$ cat src/rtl/fp_add_scheduler.sv
// Round-robin scheduler that shares one fixed-latency pipelined FP32 adder among NREQ requesters.
// Optional build macro FP_SCHED_PRIO_EN gives requester 0 fixed highest priority.
module fp_add_scheduler #(
  parameter int NREQ    = 4,
  parameter int LATENCY = 5,
  parameter int MAX_OUT = 2
) (
  input  logic                 clk,
  input  logic                 rst,
  input  logic [NREQ-1:0]      req_valid,
  input  logic [NREQ*32-1:0]   req_a,
  input  logic [NREQ*32-1:0]   req_b,
  output logic [NREQ-1:0]      req_ready,
  output logic [31:0]          adder_a,
  output logic [31:0]          adder_b,
  input  logic [31:0]          adder_sum,
  output logic [NREQ-1:0]      rsp_valid,
  output logic [31:0]          rsp_sum,
  output logic                 busy
);

  localparam int IDW = (NREQ > 1) ? $clog2(NREQ) : 1;
  localparam int CW  = $clog2(MAX_OUT + 1);

  logic [CW-1:0]      cnt [NREQ];
  logic [IDW-1:0]     rr_ptr;
  logic [LATENCY-1:0] tag_v;
  logic [IDW-1:0]     tag_id [LATENCY];
  logic [NREQ-1:0]    eligible;
  logic [NREQ-1:0]    rr_elig;
  logic               grant_any;
  logic [IDW-1:0]     grant_idx;
  int                 idx;

  // A credit returned by this cycle's response is reusable in the same cycle,
  // so a requester at its limit can issue alongside its own response.
  // NOTE: every variable gets a default at the top of always_comb so no latch is inferred.
  always_comb begin
    eligible  = '0;
    rr_elig   = '0;
    grant_any = 1'b0;
    grant_idx = '0;
    idx       = 0;
    for (int i = 0; i < NREQ; i++) begin
      eligible[i] = !rst && req_valid[i] &&
                    ((cnt[i] - CW'(rsp_valid[i])) < CW'(MAX_OUT));
    end
    rr_elig = eligible;
`ifdef FP_SCHED_PRIO_EN
    rr_elig[0] = 1'b0;
    if (eligible[0]) begin
      grant_any = 1'b1;
      grant_idx = '0;
    end
`endif
    for (int k = 0; k < NREQ; k++) begin
      idx = int'(rr_ptr) + k;
      if (idx >= NREQ) idx = idx - NREQ;
      if (!grant_any && rr_elig[idx]) begin
        grant_any = 1'b1;
        grant_idx = IDW'(idx);
      end
    end
  end

  always_comb begin
    req_ready = '0;
    adder_a   = '0;
    adder_b   = '0;
    if (grant_any) begin
      req_ready[grant_idx] = 1'b1;
      adder_a = req_a[32*grant_idx +: 32];
      adder_b = req_b[32*grant_idx +: 32];
    end
  end

  always_comb begin
    rsp_valid = '0;
    if (tag_v[LATENCY-1]) rsp_valid[tag_id[LATENCY-1]] = 1'b1;
  end

  assign rsp_sum = adder_sum;
  assign busy    = |tag_v;

  // NOTE: sequential state uses non-blocking assignments so every flop samples pre-edge values.
  always_ff @(posedge clk or posedge rst) begin
    if (rst) begin
      tag_v <= '0;
    end else begin
      tag_v[0] <= grant_any;
      for (int s = 1; s < LATENCY; s++) tag_v[s] <= tag_v[s-1];
    end
  end

  // NOTE: tag_id is left unreset; tag_v alone qualifies it, so it needs no reset.
  always_ff @(posedge clk) begin
    tag_id[0] <= grant_idx;
    for (int s = 1; s < LATENCY; s++) tag_id[s] <= tag_id[s-1];
  end

  always_ff @(posedge clk or posedge rst) begin
    if (rst) begin
      rr_ptr <= '0;
`ifdef FP_SCHED_PRIO_EN
    end else if (grant_any && grant_idx != '0) begin
`else
    end else if (grant_any) begin
`endif
      rr_ptr <= (grant_idx == IDW'(NREQ - 1)) ? '0 : grant_idx + 1'b1;
    end
  end

  always_ff @(posedge clk or posedge rst) begin
    if (rst) begin
      for (int i = 0; i < NREQ; i++) cnt[i] <= '0;
    end else begin
      for (int i = 0; i < NREQ; i++) begin
        if (req_ready[i] && !rsp_valid[i])      cnt[i] <= cnt[i] + 1'b1;
        else if (!req_ready[i] && rsp_valid[i]) cnt[i] <= cnt[i] - 1'b1;
      end
    end
  end

  for (genvar g = 0; g < NREQ; g++) begin : g_cnt_chk
    a_cnt_max : assert property (@(posedge clk) disable iff (rst)
      cnt[g] <= CW'(MAX_OUT));
    a_cnt_underflow : assert property (@(posedge clk) disable iff (rst)
      (rsp_valid[g] && !req_ready[g]) |-> (cnt[g] != '0));
  end

endmodule

$ cat config.mk
export PLATFORM = sky130hd
export DESIGN_NAME = fp_add_scheduler
export DESIGN_NICKNAME = d
export VERILOG_FILES = /design/src/rtl/fp_add_scheduler.sv
export SDC_FILE = /design/constraint.sdc
export NUM_CORES = 1
export LEC_CHECK = 0
export BUFFER_PORTS_ARGS = -buffer_cell sky130_fd_sc_hd__buf_2
export CORE_AREA = 4 4 153 155
export DETAILED_ROUTE_END_ITERATION = 8
export DIE_AREA = 0 0 157 159
export GPL_ROUTABILITY_DRIVEN = 0
export GPL_TIMING_DRIVEN = 0
export PLACE_DENSITY = 0.4
export SETUP_SLACK_MARGIN = 0.15
export SLEW_MARGIN = 20
export SYNTH_ARGS = -nofsm -noshare
export SYNTH_HDL_FRONTEND = slang
export SYNTH_SLANG_ARGS = --single-unit
$ cat constraint.sdc
create_clock -name clk -period 3.4 [get_ports clk]
set_input_delay 0.17 -clock clk [delete_from_list [all_inputs] [get_ports clk]]
set_output_delay 0.17 -clock clk [all_outputs]
set_load 0.05 [all_outputs]
# After elaboration in Yosys (flattened, before gate mapping)
# Memory sizes are Yosys's and may differ from the RTL's.
# Cells that the tools add are included.
word_totals:
  ram_bits: 10
  memories: 1
  out_inout_bits: 105
  ff_bits: 15
memory_table:
  columns: ["memory", "depth", "word_bits", "rd", "rd_clocked_by_memory_dff", "write_ports", "line", "text"]
  rows:
  - ["tag_id", 5, 2, 5, 0, 5, "28", "logic [IDW-1:0] tag_id [LATENCY];"]
op_classes:
  mux: 41
  eq_ne: 1
  n_reduce_logical: 38
  order_cmp: 16
  shift: 2
  addsub: 20
op_table:
  columns: ["operator", "count"]
  rows:
  - ["indexed part select 128 x 8 -> 32 bit", 2]
  - ["two-way mux 32 bit", 6]
  - ["less-than comparator 32 x 4 -> 1 bit (second input constant)", 4]
  - ["two-way mux 2 bit", 13]
  - ["logical AND 1 bit", 21]
  - ["two-way mux 1 bit", 14]
  - ["zero test 1 bit", 12]
  - ["subtractor 3 x 3 -> 4 bit (second input constant)", 3]
  - ["adder 2 x 1 -> 2 bit (second input constant)", 5]
  - [">= comparator 3 bit (second input constant)", 3]
  - ["binary-select mux 1 bit (select 2 bit)", 4]
  - ["less-than comparator 2 bit (second input constant)", 4]
  - ["two-way mux 4 bit", 2]
  - ["nonzero test 2 bit", 4]
  - ["subtractor 2 x 1 -> 2 bit", 4]
  - ["subtractor 2 x 1 -> 2 bit (second input constant)", 4]
  - ["adder 2 x 2 -> 3 bit (second input constant)", 2]
  - ["less-than comparator 2 x 3 -> 1 bit (second input constant)", 2]
  - ["OR reduction 5 bit", 1]
  - ["demux 1 bit (select 2 bit)", 2]
  - [">= comparator 2 x 1 -> 1 bit (second input constant)", 2]
  - ["subtractor 2 x 3 -> 4 bit (second input constant)", 1]
  - ["adder 2 x 1 -> 3 bit (second input constant)", 1]
  - [">= comparator 2 x 3 -> 1 bit (second input constant)", 1]
  - ["equality test 2 bit (second input constant)", 1]

# Depth between registers and ports, before layout
# Gate-level depths: netlist (run 1).
logic_depth:
  depth_word: 30
  mapped_depth: 12

# Least setup slack after synthesis (run 1)
# OpenSTA, ideal clock, no wires.
synth_path:
  path_kind: "register to register"
  from: "register cnt[6] (netlist bit)"
  to: "register cnt[3] (netlist bit)"
  n_path_buf: 1
  t_required_ns: 3.275
  t_arrival_ns: 3.523
  setup_slack_ns: -0.249
  setup_time_ns: 0.125
  stages_incl_launch_ff: 11
  cell_sequence: "dfrtp_1 -> nor4b_2 -> mux2_2 -> a21oi_1 -> o221ai_4 -> clkbuf_8 -> nor3_1 -> ha_1 -> xor2_1 -> nor2_1 -> xor2_1"
synth_between:
  elab_chain_cells: 24
  word_cells_on_any_way: 40
  classes_between: "add/sub: 1; order compare: 3; mux: 24; reduce/logical: 12"
synth_rtl:
  columns: ["item", "line", "text"]
  rows:
  - ["start, declared", "25", "logic [CW-1:0] cnt [NREQ];"]
  - ["start signal, assigned by index", "118", "if (req_ready[i] && !rsp_valid[i]) cnt[i] <= cnt[i] + 1'b1;"]
  - ["start signal, assigned by index", "119", "else if (!req_ready[i] && rsp_valid[i]) cnt[i] <= cnt[i] - 1'b1;"]
  - ["subtractor 2 x 1 -> 2 bit *", "46", "((cnt[i] - CW'(rsp_valid[i])) < CW'(MAX_OUT));"]
  - ["less-than comparator 2 bit *", "46", null]
  - ["logical AND 1 bit *", "45", "eligible[i] = !rst && req_valid[i] &&"]
  - ["binary-select mux 1 bit (select 2 bit)", "59", "if (!grant_any && rr_elig[idx]) begin"]
  - ["two-way mux 1 bit (not written as such) (2 in series)", "59", null]
  - ["two-way mux 1 bit", "59", null]
  - ["zero test 1 bit", "59", null]
  - ["logical AND 1 bit", "59", null]
  - ["[... 8 more ...]", null, null]
  - ["logical AND 1 bit (not written as such)", "71", "req_ready[grant_idx] = 1'b1;"]
  - ["two-way mux 1 bit (not written as such)", "71", null]
  - ["demux 1 bit (select 2 bit)", "71", null]
  - ["two-way mux 4 bit *", "70", "if (grant_any) begin"]
  - ["named net req_ready[2]", "13", "output logic [NREQ-1:0] req_ready,"]
  - ["zero test 1 bit", "119", null]
  - ["logical AND 1 bit", "119", null]
  - ["nonzero test 2 bit (no source line)", null, null]
# The timed path passes the listed nets; every way through them passes the cells marked *. The select of a mux whose other input is x is not followed.
# A chain may end at the register's enable or synchronous reset.

# Worst setup path after layout (run 1)
layout_path:
  from: "register cnt[6] (netlist bit)"
  to: "output adder_a[18]"
layout_between:
  elab_chain_cells: 18
  word_cells_on_any_way: 31
  classes_between: "add/sub: 1; order compare: 1; shift: 1; mux: 21; reduce/logical: 7"
layout_rtl:
  columns: ["item", "line", "text"]
  rows:
  - ["subtractor 2 x 1 -> 2 bit *", "46", null]
  - ["less-than comparator 2 bit *", "46", null]
  - ["logical AND 1 bit *", "45", null]
  - ["binary-select mux 1 bit (select 2 bit)", "59", null]
  - ["two-way mux 1 bit (not written as such) (2 in series)", "59", null]
  - ["two-way mux 1 bit", "59", null]
  - ["zero test 1 bit", "59", null]
  - ["logical AND 1 bit", "59", null]
  - ["two-way mux 1 bit", "59", null]
  - ["zero test 1 bit", "59", null]
  - ["logical AND 1 bit", "59", null]
  - ["two-way mux 1 bit", "59", null]
  - ["zero test 1 bit", "59", null]
  - ["logical AND 1 bit", "59", null]
  - ["two-way mux 2 bit", "59", null]
  - ["indexed part select 128 x 8 -> 32 bit", "72", "adder_a = req_a[32*grant_idx +: 32];"]
  - ["two-way mux 32 bit *", "70", null]
  - ["end, declared", "14", "output logic [31:0] adder_a,"]
# Every way passes the cells marked *; elsewhere a longest branch is shown, timed or not. The select of a mux whose other input is x is not followed.

==> flow_metrics.env, run 1 <==
export IMPL_outcome="finished clean"
export IMPL_synth_largest_area_cell="mux2i_1"
export IMPL_yosysTopAreaCellShare=0.382
export IMPL_final_period_utilization=0.930
export IMPL_combPwrFrac=0.814
export IMPL_switching_share=0.600
export IMPL_clock_skew_ps=6.03
export IMPL_yosys_warnings=0
export IMPL_crit_required_ps=3230
export IMPL_nets=1027
export IMPL_fmax_ghz=0.316
export IMPL_dieArea_um2=25000
export IMPL_drtIter0Drc=103
export IMPL_async_reset_ff_frac=0.600
export IMPL_met3_usage=0.0381
export IMPL_clkTransAtPathRegs_ps=70
export IMPL_postRouteAntennaNets=0
export IMPL_hold_viol=0
export IMPL_clock_path_buffers=2
export IMPL_layout_commonest_cell="buf_2"
export IMPL_setup_tns_ps=0
export IMPL_avgViaCountPerCell=4.15
export IMPL_finish_instance_area_um2=5720
export IMPL_met2_usage=0.296
export IMPL_grt_pass1_wl_um=29000
export IMPL_clockPowerShare=0.063
export IMPL_powerDensity_nw_per_um2=732
export IMPL_cts_root_buffer="clkbuf_16"
export IMPL_critPathLaunchType="flip-flop"
export IMPL_fin_hold_ws_ps=62.1
export IMPL_power_internal_w=0.00167
export IMPL_p_total_w=0.00419
export IMPL_grt_pass1_vias=4544
export IMPL_busiest_layer="met2"
export IMPL_ys_types=44
export IMPL_synth_ff_type="dfrtp_1"
export IMPL_vdd_drop_max_mv=0.283
export IMPL_worstMarginPinSlew_ps=642
export IMPL_relSlewSlack=0.571
export IMPL_synthTopCellsByArea="mux2i_1, o22ai_1, dfrtp_1"
export IMPL_setup_viol=0
export IMPL_gr_total_overflow=0
export IMPL_hold_class="input pin to asynchronous set/reset pin"
export IMPL_syn_inst=357
export IMPL_h_tree_depth=1
export IMPL_worstSetupPathType="flip-flop to output pin"
export IMPL_p_leak_nw=2.82
export IMPL_wl_um=20200
export IMPL_die_w_um=157
export IMPL_rsz0062_at_grt="true"
export IMPL_r2r_cells=11
export IMPL_cts_resized=10
export IMPL_seqPwrFrac=0.123
export IMPL_cts_setup_buffers=0
export IMPL_dr_pass1_iters=4
export IMPL_hold_buffers=0
export IMPL_drc=0
export IMPL_syn_area_um2=3410
export IMPL_grt_max_degree=16
export IMPL_rows=54
export IMPL_syn_avg_cell_area_um2=9.55
export IMPL_via_count=4182
export IMPL_cap_viol_max_count=0
export IMPL_io_buffers=366
export IMPL_yosysSeqAreaShare=0.169
export IMPL_start_util=0.156
export IMPL_critPathCapture="adder_a[18]"
export IMPL_insertion_delay_ps=260
export IMPL_wl_per_cell_um=20.0
export IMPL_worst_r2r_startpoint="cnt[4]"
export IMPL_antenna_found_initial=4
export IMPL_crit_start="cnt[6]"
export IMPL_numCtsBuffers=3
export IMPL_ys_ff_latch=25
export IMPL_crit_path_end_kind="output pin"
export IMPL_grt_util_met1=0.170
export IMPL_period_needed_ps=3160
export IMPL_ff2ff_setup_slack_ps=540
export IMPL_synth_edff_count=0
export IMPL_die_h_um=159
export IMPL_path_max_fanout=10
export IMPL_layout_common_cells="buf_2, mux2i_1, o22ai_1"
export IMPL_syn2layout_area_growth_pct=67.7
export IMPL_slew_violations=0
export IMPL_utilization=0.262
export IMPL_r2r_end="cnt[1]"
export IMPL_grt_use_total=0.153
export IMPL_core_um2=21800
export IMPL_hpwl_um=18100
export IMPL_place_area_um2=5600
export IMPL_ios=399
export IMPL_arrival_ps=2990
export IMPL_drive_above_1_share=0.611
export IMPL_cts_sinks=25
export IMPL_p_switching_w=0.00251
export IMPL_cts_tree="yes"
export IMPL_n_antenna_cell=0
export IMPL_synth_nets=656
-- worst max-delay path, cell delays in order (launching register included) --
cell	delay, ps
dfrtp_1	440
nor4b_4	340
mux2_2	380
a21oi_1	240
o221ai_4	220
buf_2	260
buf_2	230
o22ai_1	340
buf_4	270
-- area by class of cell --
cell class / instances / area [um^2]
multi-input combinational: 263 / 2300
buffer: 60 / 527
tap: 280 / 350
fill: 2425 / 16100
clock buffer: 3 / 75.1
inverter: 9 / 33.8
sequential: 25 / 578
timing repair buffer: 366 / 1850
clock inverter: 1 / 6.26
-- state kept, by name (all words and copies together), names as in the netlist --
register	flops
cnt	8
rr_ptr	2
tag_id	10
tag_v	5
-- synthesized netlist by cell type, types with 2 or more instances --
master    instances
mux2i_1         130
o22ai_1          66
buf_4            32
dfrtp_1          15
dfxtp_1          10
inv_1             9
buf_12            8
clkbuf_1          8
xor2_1            8
nand2_1           7
nor2_1            7
clkbuf_4          6
ha_1              5
xnor2_1           4
and2_1            3
buf_2             3
nor3_1            3
nor3b_1           3
a21oi_1           2
and3_1            2
and3b_1           2
o22ai_2           2
-- stage by stage --
step | worst slack (ps) | instances
after global placement | 270 | 1003
after detailed placement | 294 | 1003
after CTS | 151 | 1007
after floorplan | 251 | 357
after global routing | 81.3 | 1007
final | 240 | 1007
-- worst min path at each step --
stage	from	end	slack, ps	cells past startpoint
finish	rst	cnt[7]	60	2
global route	rst	cnt[2]	140	2
CTS	rst	cnt[3]	100	2
detailed placement	tag_id[0][0]	tag_id[0][2]	310	0
global placement	tag_id[0][2]	tag_id[0][4]	310	0
floorplan	rst	cnt[0]	70	1
-- cell families after synthesis --
group / Yosys count / synth area share
mux: 134 / 0.400
compound gates: 74 / 0.144
simple gates: 38 / 0.0730
flops: 25 / 0.169
xor+xnor: 12 / 0.0308
fa+ha+maj: 5 / 0.0183
buf+inv: 69 / 0.165
-- power by group through the flow --
stage                     Sequential [W]  Combinational [W]  Clock [W]
after CTS                       0.000514            0.00346   0.000272
final                           0.000516            0.00341   0.000265
after floorplan                 0.000489            0.00252          0
after detailed placement        0.000518            0.00342          0
after global routing            0.000535            0.00363   0.000287
after global placement          0.000516            0.00343          0
-- metal layers --
metal	vias up	wire, um	part of all wire
met5	-	50	0.0025
met4	8	270	0.013
met1	1921	7290	0.36
met2	177	11000	0.55
li1	2054	-	-
met3	22	1570	0.078
(Power assumes the default switching activity.)
==> run 2: changes to the inputs <==
--- a/config.mk
+++ b/config.mk
@@ -6,12 +6,13 @@
 export NUM_CORES = 1
 export LEC_CHECK = 0
 export BUFFER_PORTS_ARGS = -buffer_cell sky130_fd_sc_hd__buf_2
-export CORE_AREA = 4 4 153 155
+export CORE_AREA = 2 2 155 157
 export DETAILED_ROUTE_END_ITERATION = 8
 export DIE_AREA = 0 0 157 159
 export GPL_ROUTABILITY_DRIVEN = 0
 export GPL_TIMING_DRIVEN = 0
-export PLACE_DENSITY = 0.4
+export PLACE_DENSITY = 0.38
+export RECOVER_POWER = 50
 export SETUP_SLACK_MARGIN = 0.15
 export SLEW_MARGIN = 20
 export SYNTH_ARGS = -nofsm -noshare
==> flow_metrics.env, run 2 (synthesized netlist as in run 1, its figures left out) <==
export IMPL_place_ws_ps=228
export IMPL_setup_slack_ps=354
export IMPL_drive_above_1_share=0.563
export IMPL_met2_usage=0.259
export IMPL_fmax_ghz=0.328
export IMPL_dr_pass1_iters=4
export IMPL_largestRegisters="tag_id: 10 flops, cnt: 8 flops, tag_v: 5 flops"
export IMPL_cts_root_buffer="clkbuf_16"
export IMPL_outcome="finished clean"
export IMPL_syn2layout_area_growth_pct=68.1
export IMPL_met3_usage=0.0212
export IMPL_insertion_delay_ps=260
export IMPL_gr_total_overflow=0
export IMPL_switching_share=0.597
export IMPL_clock_path_buffers=2
export IMPL_n_antenna_cell=0
export IMPL_via_count=4157
export IMPL_grt_pass1_wl_um=25600
export IMPL_slowest_delay_ps=480
export IMPL_busiest_layer="met2"
export IMPL_clkTransAtPathRegs_ps=70
export IMPL_dieArea_um2=25000
export IMPL_core_um2=23200
export IMPL_drc=0
export IMPL_antenna_found_initial=3
export IMPL_arrival_ps=2880
export IMPL_wl_um=18000
export IMPL_critPathLaunchType="flip-flop"
export IMPL_worstSetupPathType="flip-flop to output pin"
export IMPL_cts_tree="yes"
export IMPL_p_total_w=0.00412
export IMPL_cap_viol_max_count=0
export IMPL_hold_class="input pin to asynchronous set/reset pin"
export IMPL_slew_violations=0
export IMPL_avgViaCountPerCell=3.97
export IMPL_hold_buffers=0
export IMPL_crit_required_ps=3230
export IMPL_path_cells="and4b_1, mux2_4, o22ai_1, o22ai_2, buf_6, buf_12, buf_12, mux2i_1, o22ai_1, buf_4"
export IMPL_p_switching_w=0.00246
export IMPL_wl_per_cell_um=17.2
export IMPL_cts_sinks=25
export IMPL_relSlewSlack=0.541
export IMPL_final_period_utilization=0.896
export IMPL_setup_viol=0
export IMPL_die_h_um=159
export IMPL_die_w_um=157
export IMPL_fin_hold_ws_ps=130
export IMPL_critPathTopFamily="buffers and inverters"
export IMPL_top_register="tag_id"
export IMPL_grt_use_total=0.135
export IMPL_critPathSlowestCell="dfrtp_1"
export IMPL_clock_skew_ps=3.66
export IMPL_vdd_drop_max_mv=0.301
export IMPL_setup_tns_ps=0
export IMPL_postRouteAntennaNets=0
export IMPL_grt_max_degree=16
export IMPL_seqPwrFrac=0.125
export IMPL_rsz0062_at_grt="false"
export IMPL_start_util=0.147
export IMPL_worst_path_buf_inv=4
export IMPL_nets=1028
export IMPL_nFillCells=2629
export IMPL_powerDensity_nw_per_um2=719
export IMPL_worstMarginPinSlew_ps=691
export IMPL_layout_common_cells="buf_2, mux2i_1, o22ai_1"
export IMPL_grt_util_met1=0.161
export IMPL_grt_pass1_vias=4296
export IMPL_p_leak_nw=2.72
export IMPL_hpwl_um=15500
export IMPL_period_needed_ps=3050
export IMPL_drtIter0Drc=101
export IMPL_numCtsBuffers=3
export IMPL_hold_viol=0
export IMPL_rows=56
export IMPL_path_max_fanout=10
export IMPL_combPwrFrac=0.810
export IMPL_h_tree_depth=1
export IMPL_largest_reg_flops=10
export IMPL_crit_path_end_kind="output pin"
export IMPL_clockPowerShare=0.065
export IMPL_power_internal_w=0.00166
export IMPL_ios=399
export IMPL_io_buffers=366
export IMPL_layout_commonest_cell="buf_2"
[run 2: power groups by stage]
stage                     registers [W]  logic (W)  clock network, W
final                          0.000517    0.00334          0.000266
after global routing           0.000539    0.00355          0.000288
after CTS                      0.000520    0.00339          0.000273
after detailed placement       0.000521    0.00336                 0
after global placement         0.000518    0.00337                 0
after floorplan                0.000489    0.00252                 0
[run 2: path summary, 6_finish.rpt]
path	end	from	slack (ps)	cells past startpoint
max	adder_a[11]	tag_v[4]	350	10
min	tag_v[1]	rst	130	2
max reg2reg	cnt[1]	tag_v[4]	460	12
min reg2reg	tag_id[0][4]	tag_id[0][2]	330	0
max in group asynchronous	cnt[3]	rst	2870	2
min in group clk	tag_id[0][4]	tag_id[0][2]	330	0
[run 2: layout make-up]
cell class	instances	area, um^2	area share
multi-input combinational	263	2310	0.402
timing repair buffer	367	1800	0.315
sequential	25	578	0.101
buffer	60	529	0.0923
tap	319	399	0.0696
clock buffer	3	75.1	0.0131
inverter	9	33.8	0.00589
clock inverter	1	7.51	0.00131
[run 2: layer usage]
metal,vias up,part of all wire
li1,2064,-
met1,1905,0.41
met2,176,0.53
met3,10,0.058
met4,2,0.0083
met5,-,0.00072
[run 2: through the flow]
| step | instances | utilization | cell area [um^2] |
|---|---|---|---|
| after floorplan | 357 | - | 3420 |
| after global placement | 1042 | 0.244 | 5650 |
| after detailed placement | 1042 | 0.244 | 5650 |
| after CTS | 1046 | 0.248 | 5760 |
| after global routing | 1047 | 0.247 | 5730 |
| final | 1047 | 0.247 | 5730 |
[run 2: repair_timing]
item	in CTS	in global routing
pin swaps	0	1
resized for setup	10	10
setup endpoints to repair	61	25
setup buffers	0	1
[run 2: worst register-to-register path, delay by kind of cell, from the launching register on]
family | cells | cell delay (ps)
DFF | 1 | 480
AOI/OAI and AO/OA | 1 | 340
buffers and inverters | 2 | 320
adders and majority gates | 2 | 420
muxes | 1 | 290
xor gates and xnor gates | 2 | 290
and+or+nand+nor | 4 | 720
